**config.mk**
```make
export PLATFORM = sky130hd
export DESIGN_NAME = phase_diff
export DESIGN_NICKNAME = d
export VERILOG_FILES = /design/src/rtl/phase_diff_pkg.sv /design/src/rtl/phase_wrap.sv /design/src/rtl/phase_diff.sv
export SDC_FILE = /design/constraint.sdc
export NUM_CORES = 1
export LEC_CHECK = 0
export ABC_AREA = 1
export CORE_MARGIN = 4
export CORE_UTILIZATION = 54
export DETAILED_ROUTE_END_ITERATION = 12
export GPL_ROUTABILITY_DRIVEN = 0
export GPL_TIMING_DRIVEN = 0
export HOLD_SLACK_MARGIN = 0.06
export PLACE_DENSITY = 0.78
export SETUP_SLACK_MARGIN = 0.1
export SYNTH_ARGS = -nofsm -noshare
export SYNTH_HDL_FRONTEND = slang
export SYNTH_SLANG_ARGS = --single-unit
```
**constraint.sdc**
```tcl
create_clock -name clock -period 3.6 [get_ports clock]
set_input_delay 0.9 -clock clock [delete_from_list [all_inputs] [get_ports clock]]
set_output_delay 0.9 -clock clock [all_outputs]
set_load 0.03 [all_outputs]
```
**src/rtl/phase_diff_pkg.sv**
```systemverilog
// Shared Q-format constants and state encoding for the phase-difference path.
// phase2speed uses the same constants, so both blocks agree on what π means.
package phase_diff_pkg;

  localparam int PW       = 18;      // signed Q3.15 radians
  localparam int PI_Q     = 102944;  // π in Q3.15
  localparam int TWO_PI_Q = 205887;  // 2π in Q3.15

  // Sized copies so comparisons and arithmetic stay at the datapath width.
  localparam logic signed [PW-1:0] PI_IN    = PW'(PI_Q);
  localparam logic signed [PW:0]   PI_D     = (PW+1)'(PI_Q);
  localparam logic signed [PW:0]   TWO_PI_D = (PW+1)'(TWO_PI_Q);

  typedef enum logic {
    EMPTY  = 1'b0,
    PRIMED = 1'b1
  } state_t;

endpackage

```
**src/rtl/phase_wrap.sv**
```systemverilog
// Combinational modulo-2π fold of a Q4.15 phase difference into [-π, π].
// Exactly ±π passes through unchanged.
module phase_wrap
  import phase_diff_pkg::*;
(
  input  logic signed [PW:0] d,
  output logic signed [PW:0] wrapped
);

  always_comb begin
    wrapped = d;
    if (d > PI_D) begin
      wrapped = d - TWO_PI_D;
    end else if (d < -PI_D) begin
      wrapped = d + TWO_PI_D;
    end
  end

endmodule

```
**src/rtl/phase_diff.sv**
```systemverilog
// Wrapped phase increment between consecutive phase samples: clamp, subtract
// the stored reference, fold into [-π, π], emit with a one-cycle ready strobe.
module phase_diff
  import phase_diff_pkg::*;
(
  input  logic                 clock,
  input  logic                 reset,
  input  logic                 clear,
  input  logic                 sample,
  input  logic signed [PW-1:0] phase_in,
  output logic signed [PW:0]   phasediff,
  output logic                 ready,
  output logic                 range_err
);

  state_t state_reg, state_next;
  logic   launch;

  logic signed [PW-1:0] prev_reg;
  logic signed [PW-1:0] clamped;
  logic                 out_of_range;
  logic signed [PW:0]   diff_raw;
  logic signed [PW:0]   d1_reg;
  logic                 v1_reg;
  logic signed [PW:0]   wrapped;

  always_ff @(posedge clock) begin
    if (!reset) begin
      state_reg <= EMPTY;
    end else begin
      state_reg <= state_next;
    end
  end

  // clear with sample re-arms on the new reference without launching.
  always_comb begin
    state_next = state_reg;
    launch     = 1'b0;
    case (state_reg)
      EMPTY: begin
        if (sample) state_next = PRIMED;
      end
      PRIMED: begin
        if (sample && !clear) launch = 1'b1;
      end
      default: state_next = EMPTY;
    endcase
    if (clear) begin
      state_next = sample ? PRIMED : EMPTY;
    end
  end

  always_comb begin
    clamped      = phase_in;
    out_of_range = 1'b0;
    if (phase_in > PI_IN) begin
      clamped      = PI_IN;
      out_of_range = 1'b1;
    end else if (phase_in < -PI_IN) begin
      clamped      = -PI_IN;
      out_of_range = 1'b1;
    end
  end

  // Both operands lie in [-π, π], so one extra bit holds the difference.
  assign diff_raw = {clamped[PW-1], clamped} - {prev_reg[PW-1], prev_reg};

  phase_wrap u_wrap (
    .d       (d1_reg),
    .wrapped (wrapped)
  );

  always_ff @(posedge clock) begin
    if (!reset) begin
      prev_reg  <= '0;
      d1_reg    <= '0;
      v1_reg    <= 1'b0;
      phasediff <= '0;
      ready     <= 1'b0;
      range_err <= 1'b0;
    end else begin
      if (sample) prev_reg <= clamped;
      if (sample && out_of_range) range_err <= 1'b1;
      v1_reg <= launch;
      if (launch) d1_reg <= diff_raw;
      ready <= v1_reg;
      if (v1_reg) phasediff <= wrapped;
    end
  end

endmodule

```
# --- Word level (Yosys, flattened, before mapping) ---
# Cells that the tools add are included.
word_totals:
  register_bits: 60
  latchBits: 0
  ramBits: 0
  rom_bits: 0
  input_bits: 22
  out_inout_bits: 21
  word_cells: 28
  n_memories: 0
classes:
  addsub: 3
  mul: 0
  n_div: 0
  order_cmp: 4
  eq_ne: 0
  shift: 0
  n_mux: 11
  bitwise_logic: 0
  reduce_logical: 3
op_table:
  columns: ["op", "count"]
  rows:
  - ["2-to-1 mux 19 bit", 2]
  - ["2-to-1 mux 18 bit", 2]
  - ["adder 19 bit, second input constant", 1]
  - ["greater-than comparator 19 x 18 -> 1 bit, second input constant", 1]
  - ["less-than comparator 19 x 18 -> 1 bit, second input constant", 1]
  - ["subtractor 18 x 18 -> 19 bit", 1]
  - ["subtractor 19 bit, second input constant", 1]
  - ["greater-than comparator 18 bit, second input constant", 1]
  - ["less-than comparator 18 bit, second input constant", 1]
  - ["2-to-1 mux 1 bit", 7]
  - ["logical AND 1 bit", 2]
  - ["zero test 1 bit", 1]

# --- Depth between registers and ports, before layout ---
logic_depth:
  depth_word: 4
  depth_mapped: 22
  depth_no_buf: 22

# --- Cells and area by module ---
# A second synthesis with hierarchy kept.
unflattened:
  hier_cells: 852
  area_unflattened_um2: 5129.9
modules_own_cells:
  columns: ["module", "n_inst", "cells_per_inst", "area_per_inst_um2", "seq_area_each_um2"]
  rows:
  - ["phase_diff", 1, 534, 3545.9, 1201.2]
  - ["phase_wrap", 1, 318, 1584.0, 0.0]

# --- Worst setup path before layout ---
# Ideal clock, no wire load.
synth_timing:
  path_kind: "input -> register"
  from: "input port phase_in[5]"
  to: "register d1_reg[10]"
  setup_ns: 0.058
  arrival_ns: 3.340
  t_required_ns: 3.542
  setup_slack_ns: 0.202
  path_stages: 17
  n_path_buf: 1
  cell_sequence: "a41oi_1 > o21ai_0 > nand3_1 > nand3_1 > nand2_1 > ha_1 > buf_1 > o21ai_0 > inv_1 > ha_1 > nand2_1 > nor4_1 > a21oi_1 > or2_2 > nand3_1 > o211ai_1 > inv_1"
synth_via:
  elab_chain_len: 4
  elab_cells_between_ends: 5
  classes_between: "add/sub: 1; order compare: 2; mux: 2"
synth_rtl:
  columns: ["element", "line_no", "text"]
  rows:
  - ["start: declaration", "phase_diff.sv:10", "input logic signed [PW-1:0] phase_in,"]
  - ["less-than comparator 18 bit", "phase_diff.sv:59", "end else if (phase_in < -PI_IN) begin"]
  - ["2-to-1 mux 18 bit", "phase_diff.sv:59", null]
  - ["2-to-1 mux 18 bit *", "phase_diff.sv:56", "if (phase_in > PI_IN) begin"]
  - ["via clamped[7]", "phase_diff.sv:20", "logic signed [PW-1:0] clamped;"]
  - ["subtractor 18 x 18 -> 19 bit *", "phase_diff.sv:66", "assign diff_raw = {clamped[PW-1], clamped} - {prev_reg[PW-1], prev_reg};"]
  - ["end signal: assignment", "phase_diff.sv:85", "if (launch) d1_reg <= diff_raw;"]
  - ["end: declaration", "phase_diff.sv:23", "logic signed [PW:0] d1_reg;"]
# Mark *: on every way through the listed nets, which the timed path passes. The rest lies on a longest branch.
# A chain may end at the register's enable or synchronous reset.

# --- Final worst setup path ---
layout_timing:
  from: "input port phase_in[2]"
  to: "register d1_reg[13]"
# Same word-level chain as after synthesis.

==> qor.txt <==
DP Area: 5770 sq um
Worst-Skew Late Latency: 350 ps
Port bufs: 42
Maximum vdd drop: 230 uV
Grt ovf: 0
Setup CP Type: in2reg
Worst-path cell chain: clkdlybuf4s50_1 > nor4_2 > a31oi_1 > nand3_2 > buf_6 > nand3_2 > inv_1 > ha_1 > nand2_2 > nor3_4 > buf_4 > o211ai_1 > a21oi_1 > nor2_1 > nand2_1 > nand2_1 > inv_1
Synth Area in Adders: 5.69%
Root Driver: clkbuf_8
Synthesized area: 5190 sq um
Worst min-delay path class: reg2reg
Multiplexer share of the synthesized area: 0%
Ports: 43
Worst Max-Slew Pin Slew: 732 ps
Via count: 6,037
Arrival time worst endpoint: 3710 ps
Post-synthesis simple-gate area fraction: 35.2%
CP max stage delay: 470 ps
Number of diodes: 0
Unrepaired setup endpoints after global routing: yes
Yosys top cell area share: 23.1%
Vias in the first global route: 5,681
Routed Antenna Nets: 0
Most common cell in the netlist: nand2_1
Post-Synth XOR/XNOR Area: 4.22%
Total track usage: 27.9%
Post-Synthesis Cells: 863
TritonCTS buffer count: 9
Wire per inst: 15.6 um
Number of synthesized flops with an enable pin: 0
Startpoint Class: input pin
Final #Nets: 974
Crit path max-delay family: simple AND/OR/NAND/NOR gates
Antenna violations before repair: 0
Post-synth ARST share: 0%
Main combinational cell family by area after synthesis: simple AND/OR/NAND/NOR gates
Final setup violation count: 0
Most area-hungry cell type in the Yosys netlist: dfxtp_1
Crit path time final: 3480 ps
Die W: 106 um
DIE AREA: 11,200 sq um
Via/cell ratio: 5.68
CP endpoint kind: flip-flop
Synth Register Bits: 60
PD cells: 332 nW/um^2
Core Area: 9280 sq um
Top cells by count, synth: 209 x nand2_1, 130 x inv_1, 97 x nor2_1
Hold buffer count at cts: 0
Synth cell types: 44
Synth warnings: 0
Compound-gate portion of the synthesized area: 17.3%
Share of the clock period used by the worst path: 96.6%
Hold Violations, Final: 0
Slew Viols, Final: 0
Max-cap violations: 0
Starting density of the core: 55.9%
Cell row count: 35
CTS H-tree lvls: 3
Syn nets: 908
Worst Path Max Fanout: 10
Clock skew: 15.1 ps
Total Routed Length: 16,600 um
Pleak: 0.00304 uW
CTS sink cnt: 60
Dominant synthesized flop cell: dfxtp_1
CP Buf/Inv Count: 5
Synth area leaders: dfxtp_1 23%, nand2_1 15%, inv_1 9.4%
CTS tree: built
Crit-path slowest cell: clkdlybuf4s50_1
Seq/Total Area, Yosys: 23.1%
DP Cell Count: 1,034
Non-Filler Instances: 1,063
Die boundary height: 106 um
Area growth syn-to-layout: 24.5%
Drt pass-1 iters: 7
DRC: 0
Req. time, crit path: 3840 ps
Largest net degree at the start of global routing: 13
Design area: 6460 sq um
Clock Tree Buf Depth: 2
DP HPWL: 11,700 um
CTS clk-pin slew, worst paths: 80 ps
Ratio of cells with drive above 1 in the final layout: 17.0%
Status: complete, no violations
First-pass GRT wire length: 25,700 um
Syn_area_per_cell: 6.01 sq um
Achievable Freq: 0.288 GHz
DR iter-0 viols: 533
Slew HR: 51.2%
==> timing repair <==
item	4_1_cts	5_1_grt
gates resized for setup	62	54
pin swaps	15	21
setup buffers	9	4
hold endpoints to repair	0	0
endpoints found under the setup margin	15	12
==> path summary, 6_finish.rpt <==
kind	from	endpoint	slack, ps	cells after the start
setup reg to reg	d1_reg[0]	phasediff[18]	1310	13
setup / recovery	phase_in[2]	d1_reg[13]	120	17
hold reg to reg	range_err	range_err	470	2
hold / removal	range_err	range_err	470	2
==> area by class of cell <==
cell class                      instances  area (sq um)
Clock buffer                            9           124
Clock inverter                          7          51.3
Buffer                                 36           226
Tap cell                              129           161
Sequential cell                        60          1200
Inverter                              141           541
Multi-Input combinational cell        626          3640
Fill cell                             805          2820
Timing Repair Buffer                   55           514
==> through the flow <==
stage / setup TNS (ps) / util [%] / setup slack [ps] / power (uW) / hold WS (ps)
after floorplan: 0 / - / 202 / 1200 / 448
after global placement: -9790 / 62.2 / -790 / 1360 / 444
after detailed placement: -11340 / 62.2 / -892 / 1370 / 448
after CTS: 0 / 67.2 / 112 / 2020 / 468
after global routing: -92.6 / 69.6 / -52.0 / 2250 / 498
final: 0 / 69.6 / 122 / 2140 / 465
==> layout by cell type (no fill, tap or decap), drive strengths merged, types with 5 or more instances in the layout <==
cell type,netlist,routed
nand3,74,74
ha,22,22
nor2,100,100
o21bai,6,6
xor2,21,21
dfxtp,60,60
buf,21,34
nor3,9,9
clkbuf,15,26
inv,140,142
a31oi,5,5
o211ai,7,7
clkdlybuf4s50,0,32
nand4,12,12
o21ai,73,73
a21oi,62,62
nand2,215,215
==> report_power, final <==
group          switching, uW  total [uW]  internal [uW]
clock                    321         575            253
sequential              20.8         716            695
combinational            524         854            330
==> worst min-delay path, delay by kind of cell (launching register included) <==
family          cells  cell delay (ps)
compound gates      1               50
buf+inv             1               50
flops               1              320
==> cell families after synthesis <==
group	after synthesis
adder cells (fa/ha/maj)	23
XOR/XNOR	25
buffers and inverters	177
AND/OR/NAND/NOR	418
flip-flops	60
AO/OA/AOI/OAI	160
==> layer usage <==
layer  GRT usage, %  up-vias  share of wire (%)
met3           4.01       70                7.4
met5              0        -                  0
met4           13.8        0                5.0
met2           50.6      316                 49
li1               -     2899                  -
met1           31.9     2752                 39
No activity file was read; power rests on OpenSTA's default activity.
